==> src/rtl/dac_daisy_sequencer.sv <==
// Frame sequencer for the DAC daisy-chain controller: pushes one register-file
// word per chained chip through program/wr_done, then holds update until the DAC side cycles.
module dac_daisy_sequencer #(
  parameter int unsigned N_WORDS = 4,
  parameter int unsigned AW      = 2,
  parameter int unsigned TIMEOUT = 4095
) (
  input  logic          clk,
  input  logic          rst_b,
  input  logic          cfg_we,
  input  logic [AW-1:0] cfg_addr,
  input  logic [31:0]   cfg_wdata,
  output logic          cfg_reject,
  input  logic          start,
  output logic          busy,
  output logic          done,
  output logic          err,
  input  logic          clr_err,
  output logic          dc_program,
  output logic [31:0]   dc_din,
  output logic          dc_update,
  input  logic          dc_fifo_full,
  input  logic          dc_wr_done,
  input  logic          dc_state_idle
);

  localparam int unsigned DW = 32;
  localparam int unsigned TW = 16;
  localparam logic [AW-1:0] LAST_IDX = AW'(N_WORDS - 1);
  localparam logic [TW-1:0] TMO_MAX  = TW'(TIMEOUT);

  typedef enum logic [2:0] {
    S_IDLE,
    S_LOAD,
    S_WAIT_LO,
    S_WAIT_HI,
    S_UPD_BUSY,
    S_UPD_IDLE,
    S_ERR
  } state_t;

  state_t          state_q, state_d;
  logic [AW-1:0]   idx_q, idx_d;
  logic [TW-1:0]   tmo_q, tmo_d;
  logic [DW-1:0]   mem [N_WORDS];
  logic            idle_meta, idle_s;

  logic            prog_d, upd_d, done_d, err_d, busy_d, rej_d;
  logic [DW-1:0]   din_d;
  logic            stall_c;
  logic            cfg_wr_ok_c;

  assign cfg_wr_ok_c = cfg_we && !busy && (32'(cfg_addr) < N_WORDS);

  // dc_state_idle comes from the clk_dac domain
  always_ff @(posedge clk or negedge rst_b) begin
    if (!rst_b) begin
      idle_meta <= 1'b1;
      idle_s    <= 1'b1;
    end else begin
      idle_meta <= dc_state_idle;
      idle_s    <= idle_meta;
    end
  end

  // frame register file, host-writable only while idle
  always_ff @(posedge clk or negedge rst_b) begin
    if (!rst_b) begin
      for (int i = 0; i < int'(N_WORDS); i++) mem[i] <= '0;
    end else if (cfg_wr_ok_c) begin
      mem[cfg_addr] <= cfg_wdata;
    end
  end

  always_ff @(posedge clk or negedge rst_b) begin
    if (!rst_b) begin
      state_q    <= S_IDLE;
      idx_q      <= '0;
      tmo_q      <= '0;
      dc_program <= 1'b0;
      dc_update  <= 1'b0;
      dc_din     <= '0;
      busy       <= 1'b0;
      done       <= 1'b0;
      err        <= 1'b0;
      cfg_reject <= 1'b0;
    end else begin
      state_q    <= state_d;
      idx_q      <= idx_d;
      tmo_q      <= tmo_d;
      dc_program <= prog_d;
      dc_update  <= upd_d;
      dc_din     <= din_d;
      busy       <= busy_d;
      done       <= done_d;
      err        <= err_d;
      cfg_reject <= rej_d;
    end
  end

  // next state and next registered outputs; any unmet wait condition counts toward timeout
  always_comb begin
    state_d = state_q;
    idx_d   = idx_q;
    tmo_d   = '0;
    prog_d  = 1'b0;
    upd_d   = dc_update;
    din_d   = dc_din;
    done_d  = 1'b0;
    err_d   = clr_err ? 1'b0 : err;
    rej_d   = cfg_we && busy;
    stall_c = 1'b0;

    case (state_q)
      S_IDLE: begin
        if (start) begin
          idx_d   = '0;
          state_d = S_LOAD;
        end
      end
      S_LOAD: begin
        if (!dc_fifo_full) begin
          prog_d  = 1'b1;
          din_d   = mem[idx_q];
          state_d = S_WAIT_LO;
        end else begin
          stall_c = 1'b1;
        end
      end
      S_WAIT_LO: begin
        // a high wr_done here is left over from the previous word
        if (!dc_wr_done) state_d = S_WAIT_HI;
        else             stall_c = 1'b1;
      end
      S_WAIT_HI: begin
        if (dc_wr_done) begin
          if (idx_q == LAST_IDX) begin
            upd_d   = 1'b1;
            state_d = S_UPD_BUSY;
          end else begin
            idx_d   = idx_q + AW'(1);
            state_d = S_LOAD;
          end
        end else begin
          stall_c = 1'b1;
        end
      end
      S_UPD_BUSY: begin
        if (!idle_s) state_d = S_UPD_IDLE;
        else         stall_c = 1'b1;
      end
      S_UPD_IDLE: begin
        if (idle_s) begin
          upd_d   = 1'b0;
          done_d  = 1'b1;
          state_d = S_IDLE;
        end else begin
          stall_c = 1'b1;
        end
      end
      S_ERR: begin
        err_d   = 1'b1;
        prog_d  = 1'b0;
        upd_d   = 1'b0;
        state_d = S_IDLE;
      end
      default: state_d = S_IDLE;
    endcase

    if (stall_c) begin
      if (tmo_q == TMO_MAX) begin
        state_d = S_ERR;
        prog_d  = 1'b0;
        upd_d   = 1'b0;
      end else begin
        tmo_d = tmo_q + TW'(1);
      end
    end

    busy_d = (state_d != S_IDLE);
  end

endmodule

==> config.mk <==
export PLATFORM = sky130hd
export DESIGN_NAME = dac_daisy_sequencer
export DESIGN_NICKNAME = d
export VERILOG_FILES = /design/src/rtl/dac_daisy_sequencer.sv
export SDC_FILE = /design/constraint.sdc
export NUM_CORES = 1
export LEC_CHECK = 0
export ABC_AREA = 1
export BUFFER_PORTS_ARGS = -buffer_cell sky130_fd_sc_hd__buf_2
export CORE_ASPECT_RATIO = 1.25
export CORE_MARGIN = 5
export CORE_UTILIZATION = 40
export CTS_CLUSTER_DIAMETER = 60
export DETAILED_ROUTE_END_ITERATION = 12
export MAX_ROUTING_LAYER = met4
export PLACE_DENSITY = 0.69
export SLEW_MARGIN = 20
export SYNTH_ARGS = -nofsm -noshare
export SYNTH_HDL_FRONTEND = slang
export SYNTH_SLANG_ARGS = --single-unit
==> constraint.sdc <==
create_clock -name clk -period 1.6 [get_ports clk]
set_input_delay 0.32 -clock clk [delete_from_list [all_inputs] [get_ports clk]]
set_output_delay 0.32 -clock clk [all_outputs]
set_load 0.03 [all_outputs]
==> run_results.csv, run 1 <==
group,metric,value,unit
status,status,"completed",
yosys,syn-num-nets,987,
timing,maxSlewViolCount,0,
routing,finalWirelength,18200,um
yosys,synth_area,8080,um2
yosys,synth_area_leader_cell,"dfrtp_1",
yosys,synth_xor_area_share,0.976,%
die,die_area,23200,um2
global_routing,grt_pass1_vias,6299,
final_layout,drive_gt1_share,15.0,%
yosys,synth_ff_type,"dfrtp_1",
clock_network,htreeDepth,4,
timing,min_period,1.50,ns
routing,firstDrtPassIters,5,
yosys,synth.area.top_cells,"dfrtp_1 (58%), o21ai_0 (12%), nor2_1 (9.4%), nand2_1 (7.7%), a31oi_1 (2.6%)",
global_routing,track_usage,17.1,%
worst_setup_path,critPathLaunchType,"flop",
clock_network,cts_tree,"built",
yosys,ys_async_sr_fraction,100,%
global_routing,grt_max_degree,66,
yosys,netlist_instances,943,
yosys,postSynthAreaPerCell,8.57,um2
die,die-height,169,um
routing,via_count,6446,
yosys,synth_fa_ha_area_share,0.310,%
global_routing,antenna_found_initial,1,
min_path,hold_path_class,"in -> reg",
timing,final-hold-violation-count,0,
yosys,yosys-top-cells-count,"nor2_1 (202), o21ai_0 (191), dfrtp_1 (187)",
routing,ant_nets,0,
die,fp.coreArea,20000,um2
clock_network,numCtsBuffers,17,
timing,finalCritPeriodShare,93.8,%
final_layout,syn_to_final_growth,18.8,%
routing,wl_per_cell,14.0,um
clock_network,path_clk_slew,0.07,ns
routing,drt_iter0_drc,491,
worst_setup_path,crit_fanout,8,
yosys,synth.most_common_cell,"nor2_1",
worst_setup_path,cp.required,1.92,ns
final_layout,layout.cells.non_filler,1300,
placement,dp.final_hpwl,11700,um
power,ir_drop,0.000803,V
clock_network,cts_num_sinks,189,
timing,finalSetupViolCount,0,
worst_setup_path,end_kind,"flop",
die,fp-row-count,58,
placement,dpl.cell_count,1265,
flow_run,max_cap_viol_count,0,
yosys,synth_top_area_share,57.9,%
yosys,synth_top_family_by_area,"simple AND/OR/NAND/NOR gates",
placement,portBuffers,79,
yosys,yosysWarnings,0,
final_layout,nNetsFinal,1060,
clock_network,clock-root-buffer,"clkbuf_16",
clock_network,clockBufferDepth,2,
yosys,synth_compound_area_share,14.9,%
worst_setup_path,arrival,1.82,ns
power,leakagePower,4.57,nW
yosys,synth_edf_count,0,
die,start_util,40.3,%
worst_setup_path,critPathKind,"reg -> reg",
yosys,ys_ff_latch,189,
global_routing,gr-total-overflow,0,
yosys,synthMuxAreaShare,0,%
routing,vias_per_cell,4.96,
yosys,ys_types,29,
timing,fin_skew,0.00953,ns
global_routing,grt_pass1_wl,30700,um
die,die_x,137,um
timing,max-slew-margin-rel,69.7,%
timing,worst_pin_slew,0.451,ns
clock_network,clk-insertion-delay-late,0.43,ns
yosys,synthSimpleGateAreaFrac,19.7,%
final_layout,num-fill-cells,1960,
timing,fmax,0.666,GHz
worst_setup_path,rrSetupSlack,0.1,ns
yosys,yosysSeqAreaShare,58.6,%
timing,finalSetupTns,0,ns
placement,gp_congestion,0.852,
power,pwr_density_cell,1940,nW/um2
routing,drc,0,
die,ios,80,
[layout by cell type (no fill, tap or decap), types with 3 or more instances in the layout]
master / instances
nand3_1: 13
bufinv_16: 4
inv_2: 3
buf_2: 78
inv_1: 55
o21ai_1: 3
dfrtp_1: 185
nor2_2: 3
clkbuf_8: 3
nor2_1: 201
buf_12: 11
xor2_1: 4
a31oi_1: 33
xnor2_1: 5
o21ai_0: 191
clkbuf_16: 17
nand4_1: 7
nand2_1: 163
nand2_2: 3
nor3_1: 4
buf_4: 14
[worst max-delay path, cell delays in order (launching register included)]
cell	delay (ns)
dfrtp_1	0.41
ha_1	0.26
nand2_1	0.13
nor2_1	0.20
nand3_1	0.17
nand2_4	0.16
nor2_1	0.07
[metal layers]
layer | wire, um | global-route usage [%] | vias up
met5 | 0 | - | -
met4 | 358 | 6.03 | 0
met3 | 726 | 3.66 | 30
met2 | 9020 | 27.9 | 90
met1 | 8110 | 20.9 | 3117
li1 | - | - | 3209
[path summary, 6_finish.rpt]
kind,from,endpoint,cells after the start
max,tmo_q[0],tmo_q[11],6
min,clr_err,err,2
max reg2reg,tmo_q[0],tmo_q[11],6
min reg2reg,idle_meta,idle_s,0
max in group asynchronous,rst_b,mem[58],3
min in group asynchronous,rst_b,tmo_q[12],2
[power by group]
group	internal, mW	total (mW)	switching (mW)	leakage, nW
combinational	2.20	6.10	3.90	1.90
sequential	6.88	8.00	1.11	2.35
clock	2.72	4.56	1.84	0.313
[flip-flops by register name, summed over array words and instances, names as in the netlist]
signal and count:
mem 128, dc_update 1, dc_din 32, cfg_reject 1
dc_program 1, idle_s 1, busy 1, tmo_q 16
idx_q 2, err 1, state_q 3, done 1
idle_meta 1
[through the flow]
stage               power, mW  utilization [%]  instance area, um2  setup WS [ns]  hold WS [ns]
finish                   18.7             47.9                9600         0.0996        0.0633
global route             20.1             47.9                9600       -0.00138        0.0670
CTS                      18.8             47.9                9590         0.0887        0.0420
detailed placement       14.2             44.6                8930         0.0838         0.278
global placement         14.0             44.6                8930          0.162         0.284
floorplan                12.3                -                8080          0.220        0.0244
[cell families (layout without fill, tap and decap cells)]
| kind of cell | Yosys count | count (layout) |
|---|---|---|
| AO/OA/AOI/OAI | 231 | 231 |
| XOR/XNOR | 9 | 9 |
| adder cells (fa/ha/maj) | 2 | 2 |
| buffers and inverters | 110 | 196 |
| flip-flops | 189 | 189 |
| other | 0 | 1 |
| AND/OR/NAND/NOR | 402 | 402 |
[what timing repair did]
action                                 4_1_cts  5_1_grt
hold buffers                                 2        0
setup endpoints to repair                    0        8
gates resized for setup                      0        2
buffers inserted                             0        0
endpoints found under the hold margin       32        0
[layout make-up]
type                            instances  area [um2]  area share [%]
Sequential cell                       189        4730            49.3
Clock inverter                         12         184            1.92
Multi-Input combinational cell        644        2910            30.4
Timing Repair Buffer                  106         749            7.81
Antenna cell                            1        2.50          0.0261
Tap cell                              270         338            3.52
Inverter                               58         218            2.27
Clock buffer                           20         457            4.76
No activity file was read; power rests on OpenSTA's default activity.
==> run 2: changes to the inputs <==
--- a/config.mk
+++ b/config.mk
@@ -12,8 +12,10 @@
 export CORE_UTILIZATION = 40
 export CTS_CLUSTER_DIAMETER = 60
 export DETAILED_ROUTE_END_ITERATION = 12
+export HOLD_SLACK_MARGIN = 0.05
 export MAX_ROUTING_LAYER = met4
 export PLACE_DENSITY = 0.69
+export RECOVER_POWER = 25
 export SLEW_MARGIN = 20
 export SYNTH_ARGS = -nofsm -noshare
 export SYNTH_HDL_FRONTEND = slang
==> run 2 against run 1 <==
Effect of this change: wire length about the same; sequential power about the same; final cell count about the same; clock skew decreased by 0.0011 ns.
==> run_results.csv, run 2 (synthesis results as in run 1) <==
group,metric,value,unit
timing,final-hold-violation-count,0,
global_routing,antenna_found_initial,1,
worst_setup_path,arrival,1.82,ns
clock_network,clockBufferDepth,2,
timing,finalCritPeriodShare,93.7,%
global_routing,grt_max_degree,66,
timing,timing.hold.ws,0.0994,ns
final_layout,post-route-util,47.8,%
die,fp.coreArea,20000,um2
routing,ant_nets,0,
die,die_x,137,um
clock_network,cts_tree,"built",
clock_network,path_clk_slew,0.07,ns
power,pwr_density_cell,1950,nW/um2
die,ios,80,
clock_network,numCtsBuffers,17,
routing,drt_iter0_drc,517,
die,fp-row-count,58,
placement,dp.final_hpwl,11700,um
placement,portBuffers,79,
flow_run,max_cap_viol_count,0,
routing,firstDrtPassIters,5,
clock_network,clock-root-buffer,"clkbuf_16",
routing,via_count,6435,
clock_network,cts_num_sinks,189,
routing,vias_per_cell,4.95,
die,start_util,40.3,%
power,p_int,11.8,mW
routing,drc,0,
worst_setup_path,critPathKind,"reg -> reg",
timing,fin_skew,0.00844,ns
global_routing,track_usage,17.1,%
final_layout,top_regs,"mem (128), dc_din (32), tmo_q (16)",
routing,finalWirelength,18200,um
timing,fmax,0.667,GHz
final_layout,drive_gt1_share,14.7,%
timing,finalSetupViolCount,0,
power,power.share.combinational,32.7,%
global_routing,grt_pass1_vias,6309,
timing,worst_pin_slew,0.596,ns
power,pwr-share-clk,24.5,%
power,swShare,36.7,%
final_layout,largest_reg_flops,128,
placement,gp_congestion,0.852,
power,p_switching,6.85,mW
worst_setup_path,critPathLaunchType,"flop",
routing,wl_per_cell,14.0,um
clock_network,htreeDepth,4,
final_layout,final_cell_mix,"nor2_1 (201), o21ai_0 (191), dfrtp_1 (185)",
global_routing,gr-total-overflow,0,
timing,max-slew-margin-rel,60.3,%
worst_setup_path,end_kind,"flop",
status,status,"completed",
min_path,hold_path_class,"in -> reg",
global_routing,grt_pass1_wl,30700,um
timing,maxSlewViolCount,0,
power,ir_drop,0.000810,V
die,die-height,169,um
final_layout,nNetsFinal,1061,
timing,min_period,1.50,ns
worst_setup_path,cp.required,1.92,ns
final_layout,layout_commonest_cell,"nor2_1",
clock_network,clk-insertion-delay-late,0.43,ns
power,leakagePower,4.55,nW
worst_setup_path,crit_fanout,8,
die,die_area,23200,um2
power,power_frac_seq,42.9,%
final_layout,syn_to_final_growth,18.4,%
final_layout,regMostFlops,"mem",
==> run 2: cell types whose count changed in the layout (fill, tap and decap cells not counted) <==
cell / change
dlygate4sd3_1: +1
buf_12: -2
clkbuf_1: +3
buf_4: -3
clkbuf_2: +2
==> run 2: cell type report <==
type / instances / area, um2
sequential: 189 / 4730
antenna: 1 / 2.50
fill: 1965 / 10500
timing repair buffer: 107 / 718
clock inverter: 12 / 184
multi-input combinational: 644 / 2910
tap: 270 / 338
clock buffer: 20 / 457
inverter: 58 / 218
==> run 2: critical path, stage by stage, from the launching register on <==
cell     delay, ns
dfrtp_1       0.41
ha_1          0.26
nand2_1       0.13
nor2_1        0.20
nand3_1       0.17
nand2_4       0.16
nor2_1        0.07
==> run 2: power groups by stage <==
stage / registers, mW / clock network (mW) / logic (mW)
2_1_floorplan: 8.71 / 0 / 3.62
3_3_place_gp: 7.99 / 0 / 6.01
3_5_place_dp: 8.06 / 0 / 6.16
4_1_cts: 7.99 / 4.64 / 6.19
5_1_grt: 8.24 / 4.85 / 6.98
6_report: 7.99 / 4.56 / 6.09
==> run 2: final timing paths <==
kind	start	to	slack, ns	cells past startpoint
setup / recovery	tmo_q[0]	tmo_q[11]	0.10	6
hold / removal	cfg_we	cfg_reject	0.1	3
setup reg to reg	tmo_q[0]	tmo_q[11]	0.10	6
hold reg to reg	idle_meta	idle_s	0.36	0
max in group asynchronous	rst_b	dc_din[16]	0.31	3
min in group asynchronous	rst_b	tmo_q[12]	0.37	2
==> run 2: layer usage <==
| layer | GRT usage [%] | routed length, um | vias up | part of all wire (%) |
|---|---|---|---|---|
| met4 | 6.03 | 325 | 0 | 1.8 |
| met1 | 20.9 | 7960 | 3100 | 44 |
| met2 | 28.0 | 9150 | 97 | 50 |
| met5 | - | 0 | - | 0 |
| met3 | 3.66 | 786 | 28 | 4.3 |
| li1 | - | - | 3210 | - |
==> run 2: timing repair <==
item / 4_1_cts / 5_1_grt
hold endpoints to repair: 33 / 0
buffers inserted: 0 / 0
resized for setup: 0 / 2
endpoints found under the setup margin: 0 / 8
hold buffers: 3 / 0
==> run 2: metrics by stage <==
step	power [mW]	std cells	setup slack (ns)	TNS [ns]	instance area [um2]
detailed placement	14.2	1265	0.0838	0	8930
CTS	18.8	1300	0.0887	0	9600
floorplan	12.3	943	0.220	0	8080
finish	18.6	1301	0.101	0	9570
global route	20.1	1301	-0.00138	-0.00138	9570
global placement	14.0	1265	0.162	0	8930
